### src/rtl/aes_key_expand.sv
// Iterative AES-128 key schedule: one round key per clock, rounds 0..ROUNDS, on a valid/ready stream.
// Build option AES_KEY_STALL_EN: when defined, rk_ready back-pressures each beat; otherwise every EXPAND cycle is a beat.
module aes_key_expand #(
    parameter int SIZE   = 128,
    parameter int ROUNDS = 10
) (
    input  logic            clock,
    input  logic            reset_n,
    input  logic [SIZE-1:0] key,
    input  logic            key_valid,
    output logic            key_ready,
    output logic [SIZE-1:0] round_key,
    output logic [3:0]      rk_index,
    output logic            rk_valid,
    input  logic            rk_ready,
    output logic            done
);

    typedef enum logic {
        IDLE   = 1'b0,
        EXPAND = 1'b1
    } state_e;

    // FIPS-197 S-box, entry [a] is SubBytes(a).
    localparam logic [0:255][7:0] SBOX = {
        128'h637c777bf26b6fc53001672bfed7ab76,
        128'hca82c97dfa5947f0add4a2af9ca472c0,
        128'hb7fd9326363ff7cc34a5e5f171d83115,
        128'h04c723c31896059a071280e2eb27b275,
        128'h09832c1a1b6e5aa0523bd6b329e32f84,
        128'h53d100ed20fcb15b6acbbe394a4c58cf,
        128'hd0efaafb434d338545f9027f503c9fa8,
        128'h51a3408f929d38f5bcb6da2110fff3d2,
        128'hcd0c13ec5f974417c4a77e3d645d1973,
        128'h60814fdc222a908846eeb814de5e0bdb,
        128'he0323a0a4906245cc2d3ac629195e479,
        128'he7c8376d8dd54ea96c56f4ea657aae08,
        128'hba78252e1ca6b4c6e8dd741f4bbd8b8a,
        128'h703eb5664803f60e613557b986c11d9e,
        128'he1f8981169d98e949b1e87e9ce5528df,
        128'h8ca1890dbfe6426841992d0fb054bb16
    };

    state_e          state_q, state_d;
    logic [SIZE-1:0] wkey_q, wkey_d;
    logic [3:0]      idx_q, idx_d;
    logic            done_q, done_d;

    logic            beat;
    logic [7:0]      rcon;
    logic [31:0]     w0, w1, w2, w3;
    logic [31:0]     rot_w3, sub_w3, t_word;
    logic [31:0]     n0, n1, n2, n3;

    // Round constant for the key being produced, i.e. rcon[idx_q + 1].
    always_comb begin
        rcon = 8'h00;
        case (idx_q)
            4'd0:    rcon = 8'h01;
            4'd1:    rcon = 8'h02;
            4'd2:    rcon = 8'h04;
            4'd3:    rcon = 8'h08;
            4'd4:    rcon = 8'h10;
            4'd5:    rcon = 8'h20;
            4'd6:    rcon = 8'h40;
            4'd7:    rcon = 8'h80;
            4'd8:    rcon = 8'h1b;
            4'd9:    rcon = 8'h36;
            default: rcon = 8'h00;
        endcase
    end

    assign w0 = wkey_q[127:96];
    assign w1 = wkey_q[95:64];
    assign w2 = wkey_q[63:32];
    assign w3 = wkey_q[31:0];

    assign rot_w3 = {w3[23:0], w3[31:24]};
    assign sub_w3 = {SBOX[rot_w3[31:24]], SBOX[rot_w3[23:16]],
                     SBOX[rot_w3[15:8]],  SBOX[rot_w3[7:0]]};
    assign t_word = sub_w3 ^ {rcon, 24'h000000};

    assign n0 = w0 ^ t_word;
    assign n1 = w1 ^ n0;
    assign n2 = w2 ^ n1;
    assign n3 = w3 ^ n2;

    assign key_ready = (state_q == IDLE);
    assign rk_valid  = (state_q == EXPAND);
    assign round_key = wkey_q;
    assign rk_index  = idx_q;
    assign done      = done_q;

`ifdef AES_KEY_STALL_EN
    assign beat = rk_valid & rk_ready;
`else
    // rk_ready has no effect here; the OR keeps the port referenced without changing the beat.
    assign beat = rk_valid & (rk_ready | 1'b1);
`endif

    always_comb begin
        state_d = state_q;
        wkey_d  = wkey_q;
        idx_d   = idx_q;
        done_d  = 1'b0;
        case (state_q)
            IDLE: begin
                if (key_valid) begin
                    wkey_d  = key;
                    idx_d   = 4'd0;
                    state_d = EXPAND;
                end
            end
            EXPAND: begin
                if (beat) begin
                    if (idx_q == 4'(ROUNDS)) begin
                        state_d = IDLE;
                        done_d  = 1'b1;
                    end else begin
                        wkey_d = {n0, n1, n2, n3};
                        idx_d  = idx_q + 4'd1;
                    end
                end
            end
            default: state_d = IDLE;
        endcase
    end

    always_ff @(posedge clock or negedge reset_n) begin
        if (!reset_n) begin
            state_q <= IDLE;
            wkey_q  <= '0;
            idx_q   <= 4'd0;
            done_q  <= 1'b0;
        end else begin
            state_q <= state_d;
            wkey_q  <= wkey_d;
            idx_q   <= idx_d;
            done_q  <= done_d;
        end
    end

endmodule

### config.mk
export PLATFORM = sky130hd
export DESIGN_NAME = aes_key_expand
export DESIGN_NICKNAME = d
export VERILOG_FILES = /design/src/rtl/aes_key_expand.sv
export SDC_FILE = /design/constraint.sdc
export NUM_CORES = 1
export LEC_CHECK = 0
export ABC_AREA = 1
export CAP_MARGIN = 20
export CORE_ASPECT_RATIO = 2
export CORE_MARGIN = 10
export CORE_UTILIZATION = 40
export CTS_BUF_LIST = sky130_fd_sc_hd__clkbuf_4
export DETAILED_ROUTE_END_ITERATION = 12
export SLEW_MARGIN = 0
export SYNTH_ARGS = -nofsm -noshare
export SYNTH_HDL_FRONTEND = slang
export SYNTH_SLANG_ARGS = --single-unit
### constraint.sdc
create_clock -name clock -period 4 [get_ports clock]
set_clock_uncertainty 0.2 [all_clocks]
set_input_delay 0.4 -clock clock [delete_from_list [all_inputs] [get_ports clock]]
set_output_delay 0.4 -clock clock [all_outputs]
set_load 0.02 [all_outputs]
== After elaboration in Yosys (flattened, before gate mapping) ==
Memory sizes are Yosys's and may differ from the RTL's.
Index checks and enable logic that the tools add are counted.

* $add $sub $neg: 1
* $lt $le $gt $ge: 4
* Equal/unequal tests: 3
* Multiplexer cells: 19
* Bitwise gates (word level): 10
* Reduce and logical (&&, ||, !) cells: 1

{| class="wikitable"
|+ Operators by type and width
! cell !! number
|-
| $mux W128 || 2
|-
| $pmux W128 S2 || 1
|-
| $xor A32 B32 Y32 || 5
|-
| $mux W8 || 8
|-
| $ge A9 B9 Y1 const B || 4
|-
| $not A8 Y9 || 4
|-
| $mux W4 || 2
|-
| $pmux W4 S2 || 1
|-
| $add A4 B1 Y4 const B || 1
|-
| $eq A4 B4 Y1 const B || 1
|-
| $mux W1 || 4
|-
| $ne A2 B2 Y1 const B || 2
|-
| $pmux W1 S2 || 1
|-
| $reduce_and A2 Y1 || 1
|-
| $not A1 Y1 || 1
|}

* Register bits: 134
* Bits in read-only memories: 8,320
* Input bits: 132
* Output and inout bits: 135
* Memories: 5

{| class="wikitable"
|+ Memory list
! memory !! words !! width !! read ports !! clocked after Yosys merged registers in !! wr ports !! RTL line !! RTL
|-
| (name not given) || 256 || 8 || 1 || 0 || 0 || 80 || <nowiki>SBOX[rot_w3[15:8]], SBOX[rot_w3[7:0]]};</nowiki>
|-
| (name not given) || 256 || 8 || 1 || 0 || 0 || 80 ||
|-
| (name not given) || 256 || 8 || 1 || 0 || 0 || 79 || <nowiki>assign sub_w3 = {SBOX[rot_w3[31:24]], SBOX[rot_w3[23:16]],</nowiki>
|-
| (name not given) || 256 || 8 || 1 || 0 || 0 || 79 ||
|-
| (name not given) || 16 || 8 || 1 || 0 || 0 || 58 || <nowiki>case (idx_q)</nowiki>
|}

== Logic depth before layout (Yosys ltp) ==
Gate-level depths: netlist of run 1.

* Depth in word-level cells: 11
* Mapped depth: 24
* Mapped depth without buffers: 22

== Worst setup path before layout of run 1 ==
Ideal clock, no wire load.

* Kind: flip-flop to flip-flop
* From: register wkey_q[8], in the netlist round_key[8]
* To: register wkey_q[17], in the netlist round_key[17]
* Arrival: 2.740 ns
* Required time: 3.683 ns
* Setup slack: 0.943 ns
* Stages on the path, launching flop included: 23
* Period minus slack after synthesis: 3.057 ns
* Path through: dfrtp_1 buf_2 inv_1 ha_1 clkbuf_2 inv_1 nand2_1 buf_2 nand3_1 nand2_1 nand3_1 nand3_1 nand3_1 nand2_1 nand2_1 nand2_1 nand2_2 nand2_1 nand2_1 nand3_1 nand3_1 nand2_1 nand2_1

* Longest elaborated chain between the ends: 11

{| class="wikitable"
|+ RTL lines
! what !! RTL line !! RTL
|-
| start: declaration || 45 || <nowiki>logic [SIZE-1:0] wkey_q, wkey_d;</nowiki>
|-
| start signal: assignment || 137 || <nowiki>wkey_q <= wkey_d;</nowiki>
|-
| $not A8 Y9 (not written as such) || 79 ||
|-
| $mem_v2 Z256 W8 || -- ||
|-
| $mux W8 (not written as such) (2 in a row) || 79 ||
|-
| $xor A32 B32 Y32 || 81 || <nowiki>assign t_word = sub_w3 ^ {rcon, 24'h000000};</nowiki>
|-
| $xor A32 B32 Y32 || 83 || <nowiki>assign n0 = w0 ^ t_word;</nowiki>
|-
| $xor A32 B32 Y32 || 84 || <nowiki>assign n1 = w1 ^ n0;</nowiki>
|-
| $xor A32 B32 Y32 || 85 || <nowiki>assign n2 = w2 ^ n1;</nowiki>
|-
| $xor A32 B32 Y32 || 86 || <nowiki>assign n3 = w3 ^ n2;</nowiki>
|-
| $mux W128 || 116 || <nowiki>if (idx_q == 4'(ROUNDS)) begin</nowiki>
|-
| $pmux W128 S2 || 106 || <nowiki>case (state_q)</nowiki>
|}

Every way passes these cells. The select of a mux whose other input is x is not followed.
A chain may end at the register's enable or synchronous reset.

== Final worst setup path of run 1 ==
* From: register wkey_q[1], in the netlist round_key[1]
* To: register wkey_q[12], in the netlist round_key[12]

* Longest elaborated chain between the ends: 11

{| class="wikitable"
|+ RTL lines
! what !! RTL line
|-
| $not A8 Y9 (not written as such) || 80
|-
| $mem_v2 Z256 W8 || --
|-
| $mux W8 (not written as such) (2 in a row) || 80
|-
| $xor A32 B32 Y32 || 81
|-
| $xor A32 B32 Y32 || 83
|-
| $xor A32 B32 Y32 || 84
|-
| $xor A32 B32 Y32 || 85
|-
| $xor A32 B32 Y32 || 86
|-
| $mux W128 || 116
|-
| $pmux W128 S2 || 106
|}

Every way passes these cells. The select of a mux whose other input is x is not followed.

==> results.sh, run 1 <==
export IMPL_outcome="finished clean"
export IMPL_setup_viol_count_final=0
export IMPL_path_buf_inv=2
export IMPL_synthToLayoutAreaGrowth_pct=18.44
export IMPL_netlist_top_cells_count="1195 x nand3_1, 1160 x nand2_1, 205 x nor2_1"
export IMPL_nets=4094
export IMPL_drcViolationCount=0
export IMPL_cp_depth=19
export IMPL_worstSkewPairLatency_ps=700
export IMPL_ant_nets=0
export IMPL_syn_nets=3932
export IMPL_core_area_sq_um=50070
export IMPL_synth_avg_cell_area_sq_um=5.424
export IMPL_drt_wl_total_mm=136.4
export IMPL_critPathKind="flop to flop"
export IMPL_rsz0062_at_grt="no"
export IMPL_cts_tree="done"
export IMPL_clk_pin_slew_ps=210
export IMPL_first_global_vias=27830
export IMPL_vias=29460
export IMPL_netlist_instances=3736
export IMPL_grt_pass1_wl_mm=193.6
export IMPL_cp_common_cell="nand2_1"
export IMPL_maxSlewHeadroom=0.2795
export IMPL_reg2reg_from="round_key[1]$_DFFE_PN0P_"
export IMPL_grt_overflow_total=0
export IMPL_initial_utilization=0.4047
export IMPL_hp_class="input pin to async pin"
export IMPL_ys_flop_type="dfrtp_1"
export IMPL_setup_worst_path_start="round_key[1]$_DFFE_PN0P_"
export IMPL_drv_slew=0
export IMPL_avgRoutedWirePerCell_microns=29.84
export IMPL_layout_setup_ws_ps=91.91
export IMPL_grt_antenna_before_repair=19
export IMPL_path_cells="inv_1 -> ha_1 -> nand2_1 -> nand2_1 -> inv_2 -> nand2_1 -> nand3_1 -> nand3_1 -> nand2_1 -> nand3_1 -> nand2_1 -> nand2_1 -> nand3_1 -> nand3_1 -> nand2_1 -> nand2_1 -> nand3_1 -> nand2_1 -> nand2_1"
export IMPL_synth_most_common_cell="nand3_1"
export IMPL_required_ps=4390
export IMPL_cts_root_buf="clkbuf_4"
export IMPL_max_stage_delay_ps=630
export IMPL_io_pins=267
export IMPL_final_min_clock_period_ps=3908
export IMPL_cts_max_level=4
export IMPL_grt_max_degree=125
export IMPL_start_kind="flop"
export IMPL_synth_edf_count=0
export IMPL_tns_ps=0
export IMPL_critPathMaxFanout=5
export IMPL_vias_per_cell=6.443
export IMPL_die_y_microns=338.3
export IMPL_grtUsageTotal=0.4356
export IMPL_worstPathArrival_ps=4300
export IMPL_path_delay_family="simple AND/OR/NAND/NOR gates"
export IMPL_placementRows=116
export IMPL_worst_path_max_delay_cell="nand2_1"
export IMPL_portBuffers=265
export IMPL_max_freq_ghz=0.2559
export IMPL_cts_buffers=17
export IMPL_post_cts_repair_setup_buffers=0
export IMPL_pre_cts_ws_ps=523.1
export IMPL_critPathCapture="round_key[12]$_DFFE_PN0P_"
export IMPL_yosys_top_cells_area="nand3_1 30%, nand2_1 21%, dfrtp_1 17%"
export IMPL_die_area_sq_um=60610
export IMPL_synth_top_area_frac=0.2952
export IMPL_nFillCells=5580
export IMPL_place_gp_congestion=1.148
export IMPL_r2r_end="round_key[12]$_DFFE_PN0P_"
export IMPL_r2r_cells=19
export IMPL_synth_area_sq_um=20260
export IMPL_yosys_area_top_type="nand3_1"
export IMPL_async_reset_ff_frac=1.000
export IMPL_cap_violations=0
export IMPL_holdWs_ps=112.9
export IMPL_cts_sinks=134
export IMPL_ys_types=33
export IMPL_cts_path_max_buffers=2
export IMPL_final_hold_viol_count=0
export IMPL_die_w_microns=179.2
export IMPL_yosysWarnings=0
export IMPL_ys_seq_elements=134
export IMPL_worstSetupEndpointType="flop"
export IMPL_drive_gt1_frac=0.06852
export IMPL_drt_initial_drc_count=4730
export IMPL_yosysSeqAreaShare=0.1655
export IMPL_first_pass_iters=7
export IMPL_rrSetupSlack_ps=90
export IMPL_hpwl_mm=98.63
export IMPL_worst_slew_pin_slew_ps=1077
export IMPL_finalCritPeriodShare=0.9770
-- layout make-up --
class / instances / area (sq um) / share of cell area
Clock inverter: 14 / 126.4 / 0.005265
Antenna cell: 13 / 32.53 / 0.001355
Clock buffer: 18 / 135.1 / 0.005630
Sequential cell: 134 / 3367 / 0.1403
Inverter: 221 / 839.6 / 0.03498
Timing Repair Buffer: 414 / 3950 / 0.1646
Multi-Input combinational cell: 3110 / 14740 / 0.6141
Tap cell: 649 / 812.0 / 0.03383
-- through the flow --
step	cell area [sq um]	utilization	cells
finish	24000	0.4793	4573
global route	23980	0.4790	4566
CTS	23930	0.4780	4560
detailed placement	23660	0.4725	4527
global placement	23660	0.4725	4527
floorplan	20260	-	3736
-- routing by layer --
metal,global-route usage,vias up,share of wire
met5,0.0008496,-,0.0011
met4,0.4319,16,0.12
met3,0.1494,800,0.10
met2,0.7019,2115,0.47
met1,0.4141,13580,0.31
li1,-,12950,-
-- cells in the final DEF, fill, tap and decap left out, drive strengths merged --
cell type / instances
nand3: 1202
bufinv: 1
nor2: 210
nand2: 1196
o211ai: 10
inv: 218
nor3: 1
xor2: 8
clkinvlp: 5
ha: 63
nand3b: 4
diode: 13
a21oi: 135
a31oi: 2
dfrtp: 134
buf: 149
o22ai: 87
clkdlybuf4s50: 264
nand4: 22
a22oi: 8
clkinv: 11
dlygate4sd3: 1
clkbuf: 18
fa: 1
o21ai: 160
nor2b: 1
-- timing repair --
item | CTS | global route
hold endpoints to repair | 76 | 0
setup endpoints to repair | 0 | 14
gates resized for setup | 0 | 8
hold buffers | 1 | 0
-- cells by family after synthesis --
kind of cell / Yosys count / share of synthesized area
AND/OR/NAND/NOR: 2636 / 0.5747
XOR/XNOR: 8 / 0.003458
buffers and inverters: 492 / 0.1093
flip-flops: 134 / 0.1655
AO/OA/AOI/OAI: 402 / 0.1072
adder cells (fa/ha/maj): 64 / 0.03989
-- worst min-delay path by stage --
| stage | startpoint | endpoint | cells past startpoint |
|---|---|---|---|
| floorplan | reset_n | done$_DFF_PN0_ | 0 |
| CTS | key[74] | round_key[74]$_DFFE_PN0P_ | 3 |
| detailed placement | reset_n | round_key[27]$_DFFE_PN0P_ | 1 |
| global route | key[74] | round_key[74]$_DFFE_PN0P_ | 3 |
| global placement | reset_n | round_key[27]$_DFFE_PN0P_ | 1 |
| finish | reset_n | round_key[66]$_DFFE_PN0P_ | 2 |
-- state kept, by name (all words and copies together) (netlist names) --
signal and cells:
rk_valid 1, done 1, rk_index 4, round_key 128
Power of run 1 is left out: the tool's default activity adds up to more than one toggle a clock period on the data nets, which glitch-free logic cannot reach.
==> inputs of run 2 (changes only) <==
Settings changed: CORE_MARGIN 10 to 5.
==> results.sh, run 2 (synthesis results as in run 1) <==
export IMPL_grt_overflow_total=0
export IMPL_rrSetupSlack_ps=270
export IMPL_cts_buffers=17
export IMPL_hold_buffers=1
export IMPL_cap_violations=0
export IMPL_grt_pass1_wl_mm=174.6
export IMPL_final_min_clock_period_ps=3734
export IMPL_grt_antenna_before_repair=12
export IMPL_grtUsageTotal=0.4161
export IMPL_final_core_util=0.4755
export IMPL_outcome="finished clean"
export IMPL_first_global_vias=26800
export IMPL_vias=28460
export IMPL_worstSetupEndpointType="flop"
export IMPL_largest_reg_flops=128
export IMPL_worstPathArrival_ps=4130
export IMPL_max_stage_delay_ps=410
export IMPL_worstHoldStart="key[17]"
export IMPL_max_freq_ghz=0.2678
export IMPL_start_kind="flop"
export IMPL_nets=4070
export IMPL_cts_max_level=4
export IMPL_mostFrequentLayoutCell="nand3_1"
export IMPL_cts_resized=0
export IMPL_path_buf_inv=3
export IMPL_io_pins=267
export IMPL_cts_tree="done"
export IMPL_avgRoutedWirePerCell_microns=26.58
export IMPL_r2r_cells=22
export IMPL_worst_path_max_delay_cell="dfrtp_1"
export IMPL_drcViolationCount=0
export IMPL_grt_max_degree=92
export IMPL_setup_viol_count_final=0
export IMPL_initial_utilization=0.4047
export IMPL_drive_gt1_frac=0.06072
export IMPL_nFillCells=5661
export IMPL_cts_path_max_buffers=2
export IMPL_first_pass_iters=7
export IMPL_portBuffers=265
export IMPL_drt_initial_drc_count=4087
export IMPL_worstSkewPairLatency_ps=710
export IMPL_tns_ps=0
export IMPL_critPathCapture="round_key[20]$_DFFE_PN0P_"
export IMPL_die_w_microns=169.2
export IMPL_path_cells="inv_1 -> buf_4 -> ha_1 -> inv_1 -> nand2_2 -> nand3_1 -> nand2_1 -> nand2_1 -> nand2_1 -> nand2_1 -> nand3_1 -> nand3_1 -> nand2_1 -> nand2_1 -> nand3_1 -> nand2_1 -> nand2_1 -> nand2_1 -> nand2_1 -> nand3_1 -> nand2_1 -> nand2_1"
export IMPL_cp_common_cell="nand2_1"
export IMPL_path_delay_family="simple AND/OR/NAND/NOR gates"
export IMPL_clk_pin_slew_ps=190
export IMPL_r2r_end="round_key[20]$_DFFE_PN0P_"
export IMPL_worst_slew_pin_slew_ps=969.0
export IMPL_hpwl_mm=89.77
export IMPL_hp_class="input pin to flop"
export IMPL_place_gp_congestion=1.111
export IMPL_maxSlewHeadroom=0.3533
export IMPL_post_cts_repair_setup_buffers=0
export IMPL_vias_per_cell=6.258
export IMPL_rsz0062_at_grt="no"
export IMPL_setup_worst_path_start="round_key[8]$_DFFE_PN0P_"
export IMPL_cts_sinks=134
export IMPL_cts_root_buf="clkbuf_4"
export IMPL_critPathMaxFanout=9
export IMPL_required_ps=4390
export IMPL_placementRows=116
export IMPL_die_area_sq_um=55530
export IMPL_cp_depth=22
export IMPL_drt_wl_total_mm=120.9
export IMPL_synthToLayoutAreaGrowth_pct=17.50
export IMPL_die_y_microns=328.3
export IMPL_mostFrequentLayoutCells="1195 x nand3_1, 1159 x nand2_1, 264 x clkdlybuf4s50_1, 205 x nor2_1, 194 x inv_1"
export IMPL_core_area_sq_um=50070
export IMPL_ant_nets=0
export IMPL_final_hold_viol_count=0
export IMPL_finalCritPeriodShare=0.9336
export IMPL_drv_slew=0
export IMPL_reg2reg_from="round_key[8]$_DFFE_PN0P_"
export IMPL_critPathKind="flop to flop"
run 2: worst register-to-register path, stage by stage (launching register included):
cell	delay (ps)
dfrtp_1	410
inv_1	360
buf_4	280
ha_1	410
inv_1	100
nand2_2	230
nand3_1	190
nand2_1	120
nand2_1	50
nand2_1	110
nand2_1	60
nand3_1	90
nand3_1	250
nand2_1	160
nand2_1	70
nand3_1	90
nand2_1	70
nand2_1	70
nand2_1	70
nand2_1	60
nand3_1	60
nand2_1	80
nand2_1	50
run 2: per-stage QoR:
| step | setup slack, ps | cells | hold WS [ps] | area [sq um] |
|---|---|---|---|---|
| after floorplan | 943.0 | 3736 | -95.59 | 20260 |
| after global placement | 523.4 | 4503 | 319.8 | 23460 |
| after detailed placement | 525.9 | 4503 | 351.1 | 23460 |
| after CTS | 484.4 | 4536 | 82.37 | 23780 |
| after global routing | 77.94 | 4543 | 139.8 | 23800 |
| final | 265.5 | 4547 | 98.78 | 23810 |
run 2: layout make-up:
cell class / instances / area, sq um / share of cell area
multi-input cells: 3110 / 14700 / 0.6175
repair buffers: 390 / 3745 / 0.1573
flip-flops and latches: 134 / 3367 / 0.1414
inverters: 221 / 839.6 / 0.03526
well taps: 649 / 812.0 / 0.03411
clock inverters: 13 / 172.7 / 0.007252
clock buffers: 19 / 142.6 / 0.005991
diodes: 11 / 27.53 / 0.001156
run 2: worst min path at each step:
stage / to / slack, ps / depth (start not counted)
floorplan: done$_DFF_PN0_ / -100 / 0
global placement: round_key[120]$_DFFE_PN0P_ / 320 / 2
detailed placement: round_key[27]$_DFFE_PN0P_ / 350 / 1
CTS: round_key[17]$_DFFE_PN0P_ / 80 / 5
global route: round_key[122]$_DFFE_PN0P_ / 140 / 3
finish: round_key[17]$_DFFE_PN0P_ / 100 / 5
run 2: metal layers:
metal  wire length [microns]  global-route usage  vias to the layer above
li1                        -                   -                    12890
met1                   39270              0.4381                    12950
met2                   56660              0.6957                     1979
met3                   10900             0.07949                      640
met4                   14030              0.3708                        2
met5                      13                   0                        -
Power of run 2 is left out for the same reason.
